### src/rtl/riscv_decode_pkg.sv
// Shared RV32I decode constants and types for the instruction issue path.
package riscv_decode_pkg;

  localparam logic [6:0] OP_R   = 7'b0110011;
  localparam logic [6:0] OP_I   = 7'b0010011;
  localparam logic [6:0] OP_LUI = 7'b0110111;

  localparam logic [2:0] F3_ADD  = 3'b000;
  localparam logic [2:0] F3_SLL  = 3'b001;
  localparam logic [2:0] F3_SLT  = 3'b010;
  localparam logic [2:0] F3_SLTU = 3'b011;
  localparam logic [2:0] F3_XOR  = 3'b100;
  localparam logic [2:0] F3_SR   = 3'b101;
  localparam logic [2:0] F3_OR   = 3'b110;
  localparam logic [2:0] F3_AND  = 3'b111;

  localparam logic [6:0] F7_BASE = 7'b0000000;
  localparam logic [6:0] F7_ALT  = 7'b0100000;

  typedef enum logic [3:0] {
    AluAdd, AluSub, AluSll, AluSlt, AluSltu, AluXor, AluSrl, AluSra, AluOr, AluAnd
  } alu_op_t;

  typedef enum logic [2:0] {StIdle, StDecode, StExec, StWb, StWaitDone} dec_state_t;

  typedef struct packed {
    logic        legal;
    logic        is_lui;
    logic        is_imm;
    alu_op_t     alu_op;
    logic [31:0] alu_imm;
    logic [31:0] imme_data;
    logic [14:0] addrs;      // {rs1, rs2, rd}
  } dec_fields_t;

endpackage

### src/rtl/dec_field_gen.sv
// Purely combinational field extraction and legality check for one RV32I word.
module dec_field_gen
  import riscv_decode_pkg::*;
(
  input  logic [31:0] instr_i,
  output dec_fields_t fields_o
);

  logic [6:0] opcode;
  logic [6:0] funct7;
  logic [2:0] funct3;
  logic [4:0] rs1;
  logic [4:0] rs2;
  logic [4:0] rd;
  logic       is_r;

  assign opcode = instr_i[6:0];
  assign rd     = instr_i[11:7];
  assign funct3 = instr_i[14:12];
  assign rs1    = instr_i[19:15];
  assign rs2    = instr_i[24:20];
  assign funct7 = instr_i[31:25];
  assign is_r   = (opcode == OP_R);

  always_comb begin
    fields_o           = '0;
    fields_o.alu_imm   = {{20{instr_i[31]}}, instr_i[31:20]};
    fields_o.imme_data = {instr_i[31:12], 12'h000};
    case (opcode)
      OP_R, OP_I: begin
        fields_o.is_imm = !is_r;
        fields_o.addrs  = {rs1, (is_r ? rs2 : 5'd0), rd};
        case (funct3)
          F3_ADD:  fields_o.alu_op = (is_r && funct7 == F7_ALT) ? AluSub : AluAdd;
          F3_SLL:  fields_o.alu_op = AluSll;
          F3_SLT:  fields_o.alu_op = AluSlt;
          F3_SLTU: fields_o.alu_op = AluSltu;
          F3_XOR:  fields_o.alu_op = AluXor;
          F3_SR:   fields_o.alu_op = (funct7 == F7_ALT) ? AluSra : AluSrl;
          F3_OR:   fields_o.alu_op = AluOr;
          F3_AND:  fields_o.alu_op = AluAnd;
        endcase
        // I-type funct7 is immediate data except for the shift encodings.
        if (is_r) begin
          fields_o.legal = (funct7 == F7_BASE) ||
                           (funct7 == F7_ALT && (funct3 == F3_ADD || funct3 == F3_SR));
        end else if (funct3 == F3_SLL) begin
          fields_o.legal = (funct7 == F7_BASE);
        end else if (funct3 == F3_SR) begin
          fields_o.legal = (funct7 == F7_BASE) || (funct7 == F7_ALT);
        end else begin
          fields_o.legal = 1'b1;
        end
      end
      OP_LUI: begin
        fields_o.legal  = 1'b1;
        fields_o.is_lui = 1'b1;
        fields_o.addrs  = {10'd0, rd};
      end
      default: ;
    endcase
  end

endmodule

### src/rtl/instr_decoder.sv
// Issue-side decoder: handshakes one instruction, sequences the register file and
// waits for its acknowledge (with timeout) before accepting the next.
module instr_decoder
  import riscv_decode_pkg::*;
#(
  parameter int unsigned TIMEOUT = 15
) (
  input  logic        clk,
  input  logic        rst,
  input  logic        instr_valid,
  input  logic [31:0] instr,
  output logic        instr_ready,
  output logic        rs_addr_valid,
  output logic [14:0] rs1_rs2_rd,
  output logic        rs_store,
  output logic [31:0] imme_data,
  output logic        rd_wr_en,
  input  logic        op_done,
  output alu_op_t     alu_op,
  output logic        alu_src_imm,
  output logic [31:0] alu_imm,
  output logic        illegal,
  output logic        err,
  output logic        busy
);

  localparam logic [7:0] TimeoutCnt = 8'(TIMEOUT);

  dec_state_t  state_q, state_d;
  logic [31:0] instr_q, instr_d;
  logic [7:0]  cnt_q, cnt_d;
  dec_fields_t fields;

  dec_field_gen u_dec_field_gen (
    .instr_i  (instr_q),
    .fields_o (fields)
  );

  always_ff @(posedge clk or posedge rst) begin
    if (rst) begin
      state_q <= StIdle;
      instr_q <= '0;
      cnt_q   <= '0;
    end else begin
      state_q <= state_d;
      instr_q <= instr_d;
      cnt_q   <= cnt_d;
    end
  end

  always_comb begin
    state_d = state_q;
    instr_d = instr_q;
    cnt_d   = '0;
    unique case (state_q)
      StIdle: begin
        if (instr_valid) begin
          instr_d = instr;
          state_d = StDecode;
        end
      end
      StDecode: begin
        if (!fields.legal)      state_d = StIdle;
        else if (fields.is_lui) state_d = StWaitDone;
        else                    state_d = StExec;
      end
      StExec: state_d = StWb;
      StWb:   state_d = StWaitDone;
      StWaitDone: begin
        if (op_done || cnt_q == TimeoutCnt) state_d = StIdle;
        else                                cnt_d   = cnt_q + 8'd1;
      end
      default: state_d = StIdle;
    endcase
  end

  always_comb begin
    instr_ready   = (state_q == StIdle);
    busy          = (state_q != StIdle);
    rs_addr_valid = (state_q == StDecode) && fields.legal;
    illegal       = (state_q == StDecode) && !fields.legal;
    rs_store      = rs_addr_valid && fields.is_lui;
    rs1_rs2_rd    = rs_addr_valid ? fields.addrs : '0;
    imme_data     = rs_store ? fields.imme_data : '0;
    rd_wr_en      = (state_q == StWb);
    err           = (state_q == StWaitDone) && (cnt_q == TimeoutCnt);
    // ALU controls follow the held instruction, so they stay stable DECODE..WB.
    alu_op        = fields.alu_op;
    alu_src_imm   = fields.is_imm;
    alu_imm       = fields.alu_imm;
  end

endmodule

### config.mk
export PLATFORM = sky130hd
export DESIGN_NAME = instr_decoder
export DESIGN_NICKNAME = d
export VERILOG_FILES = /design/src/rtl/riscv_decode_pkg.sv /design/src/rtl/dec_field_gen.sv /design/src/rtl/instr_decoder.sv
export SDC_FILE = /design/constraint.sdc
export NUM_CORES = 1
export LEC_CHECK = 0
export BUFFER_PORTS_ARGS = -buffer_cell sky130_fd_sc_hd__buf_2
export CORE_ASPECT_RATIO = 1.5
export CORE_MARGIN = 8
export CORE_UTILIZATION = 46
export CTS_CLUSTER_DIAMETER = 200
export DETAILED_ROUTE_END_ITERATION = 10
export GPL_TIMING_DRIVEN = 0
export HOLD_SLACK_MARGIN = 0.1
export PLACE_DENSITY = 0.8
export SYNTH_ARGS = -nofsm -noshare
export SYNTH_HDL_FRONTEND = slang
export SYNTH_SLANG_ARGS = --single-unit
### constraint.sdc
create_clock -name clk -period 2.45 [get_ports clk]
set_clock_uncertainty 0.1 [all_clocks]
set_input_delay 0.1225 -clock clk [delete_from_list [all_inputs] [get_ports clk]]
set_output_delay 0.1225 -clock clk [all_outputs]
set_load 0.01 [all_outputs]
==> impl_metrics.tcl <==
set metrics [dict create \
    num_antenna_cells 0 \
    finalNonFillerCells 488 \
    synth_top_area_share_pct 41.9 \
    dp_cells 444 \
    nets 454 \
    ir_worst_vdd_v 0.000635 \
    rsz0062_at_grt "false" \
    rrSetupSlack_ps 440 \
    period_share_pct 96.3 \
    rr_worst_depth 6 \
    synthDistinctLibCells 38 \
    crit_fanout 10 \
    r2r-end "instr_q[16]" \
    grt-ovfl-total 0 \
    min_path_cells 1 \
    async_reset_ff_share_pct 100 \
    ys_top_cells_by_count "buf_4 (51), dfrtp_1 (43), and2_1 (31), mux2_1 (30), nor2_1 (15)" \
    slew_headroom_pct 38.7 \
    avgSynthCellArea_um2 10.3 \
    min_to "instr_q[10]" \
    synthTopCellsByArea "dfrtp_1 (42%), buf_4 (15%), mux2_1 (13%)" \
    critPathSlowestCell "or4_4" \
    cts_buffer_depth 2 \
    ant_nets 0 \
    final_hold_viol_count 0 \
    synth.cell_area_um2 2570 \
    crit_family "simple AND/OR/NAND/NOR gates" \
    fp.coreArea_um2 5450 \
    antenna_found_initial 0 \
    die_y_um 108 \
    rows 33 \
    slowest_delay_ps 580 \
    finish.utilization_pct 69.8 \
    io_buffer_count 114 \
    hp-start "instr_q[10]" \
    totalNegativeSetupSlack_ps 0 \
    grt_pass1_vias 2473 \
    timing.final.ws_setup_ps 91.8 \
    wl_um 7230 \
    grt_pass1_wl_um 11600 \
    status "complete, no violations" \
    p_leak_nw 2.03 \
    drt_iter0_drc 49 \
    cp.depth 6 \
    start_util_pct 47.1 \
    grt_max_degree 44 \
    synth_largest_area_cell "dfrtp_1" \
    synth.most_common_cell "buf_4" \
    syn_inst 249 \
    startpoint_type "register" \
    ctsHtreeMaxLevel 2 \
    via_count 2290 \
    globalplace.congestion 0.811 \
    fillers 423 \
    power_w 0.00221 \
    dp_slack_ps 210 \
    boundaryPins 127 \
    max_freq_ghz 0.424 \
    area_growth_pct 48.1 \
    cts-root-buf "clkbuf_8" \
    first_pass_iters 4 \
    die-area_um2 8280 \
    synth_seq_cells 43 \
    hold_path_class "register to register" \
    criticalPathCategory "register to output pin" \
    maxSlewViolCount 0 \
    critPathBufInv 2 \
    cts_tree "built" \
    numCtsBuffers 5 \
    cp.arrival_ps 2140 \
    critical_path_required_ps 2230 \
    synth_edf_count 0 \
    yosysSeqAreaShare_pct 41.9 \
    cts_sinks 43 \
    path_cells "or4_4 -> nor3_4 -> o2bb2ai_2 -> buf_6 -> and3_1 -> buf_2" \
    remaining_drc_errors 0 \
    fp.dieW_um 77 \
    vias_per_cell 4.69 \
    yosys_warnings 0 \
    end_kind "output pin" \
    p_per_area_nw_per_um2 582 \
    synth_ff_type "dfrtp_1" \
    r2r_start "state_q[2]" \
    wl_per_cell_um 14.8 \
    clkTransAtPathRegs_ps 80 \
    place_hpwl_um 5190 \
    drive_gt1_share_pct 46.9 \
    grt_use_total_pct 17.1 \
    worst_pin_slew_ps 911 \
    setup_viol 0 \
    insertion_delay_ps 290 \
    drv_cap 0 \
    min_period_ps 2360 \
]
-- cell families after synthesis --
logic type,Yosys count,share of synthesized area (%)
AND/OR/NAND/NOR,91,20.5
buffers and inverters,60,16.7
flip-flops,43,41.9
multiplexers,32,14.0
AO/OA/AOI/OAI,14,3.85
XOR/XNOR,7,2.39
adder cells (fa/ha/maj),1,0.487
other,1,0.146
-- state kept, by name (all words and copies together), names as in the netlist --
signal,count
cnt_q,8
state_q,3
instr_q,32
-- layout by cell type (no fill, tap or decap), types with 2 or more instances in the layout --
| cell | instances |
|---|---|
| xnor2_1 | 2 |
| conb_1 | 12 |
| clkbuf_1 | 2 |
| xor2_1 | 5 |
| nand3_1 | 4 |
| nand2b_1 | 4 |
| mux2_1 | 30 |
| mux2_2 | 2 |
| and3_1 | 10 |
| nand2_1 | 8 |
| buf_4 | 52 |
| nor4_1 | 3 |
| a31oi_1 | 3 |
| bufinv_16 | 2 |
| a21oi_1 | 4 |
| dlygate4sd3_1 | 35 |
| clkbuf_2 | 2 |
| nor2b_1 | 2 |
| nor2_1 | 14 |
| dfrtp_1 | 41 |
| buf_2 | 117 |
| nor3_1 | 4 |
| inv_2 | 2 |
| and2_1 | 31 |
| clkbuf_8 | 5 |
| dfrtp_2 | 2 |
-- routing by layer --
metal	vias up	GRT usage, %	wire, um
li1	1119	-	-
met1	1063	16.1	2530
met2	100	32.1	3870
met3	8	7.69	753
met4	0	5.15	74
met5	-	0	0
-- stage by stage --
step                      cell area, um2  hold slack (ps)
after detailed placement            3270              221
after global routing                3800              407
after floorplan                     2610             93.9
after CTS                           3760              391
final                               3800              388
after global placement              3270              220
-- where the power goes --
part           internal, W  switching [W]  total (W)
sequential        0.000809       0.000111   0.000920
clock             0.000408       0.000247   0.000655
combinational     0.000368       0.000271   0.000639
-- layout make-up --
cell class	instances	area, um2	area share (%)
Sequential cell	43	1080	28.4
Clock buffer	6	72.6	1.91
Clock inverter	2	60.1	1.58
Multi-Input combinational cell	157	1140	30.1
Buffer	58	423	11.1
Tap cell	70	87.6	2.30
Timing Repair Buffer	150	928	24.4
Inverter	2	7.51	0.197
-- what timing repair did --
item | in CTS | in global routing
resized for setup | 4 | 8
hold buffers | 35 | 0
setup endpoints to repair | 20 | 36
setup buffers | 0 | 1
hold endpoints to repair | 79 | 0
pin swaps | 0 | 4
-- how the worst max path moves through the flow --
stage	end	from	slack, ps
2_1_floorplan	instr_q[0]	state_q[2]	540
3_3_place_gp	rs1_rs2_rd[10]	instr_q[26]	240
3_5_place_dp	rs1_rs2_rd[10]	instr_q[26]	210
4_1_cts	rs1_rs2_rd[10]	instr_q[2]	20
5_1_grt	rs1_rs2_rd[12]	instr_q[14]	4
6_report	rs1_rs2_rd[12]	instr_q[2]	90
(Power assumes the default switching activity.)
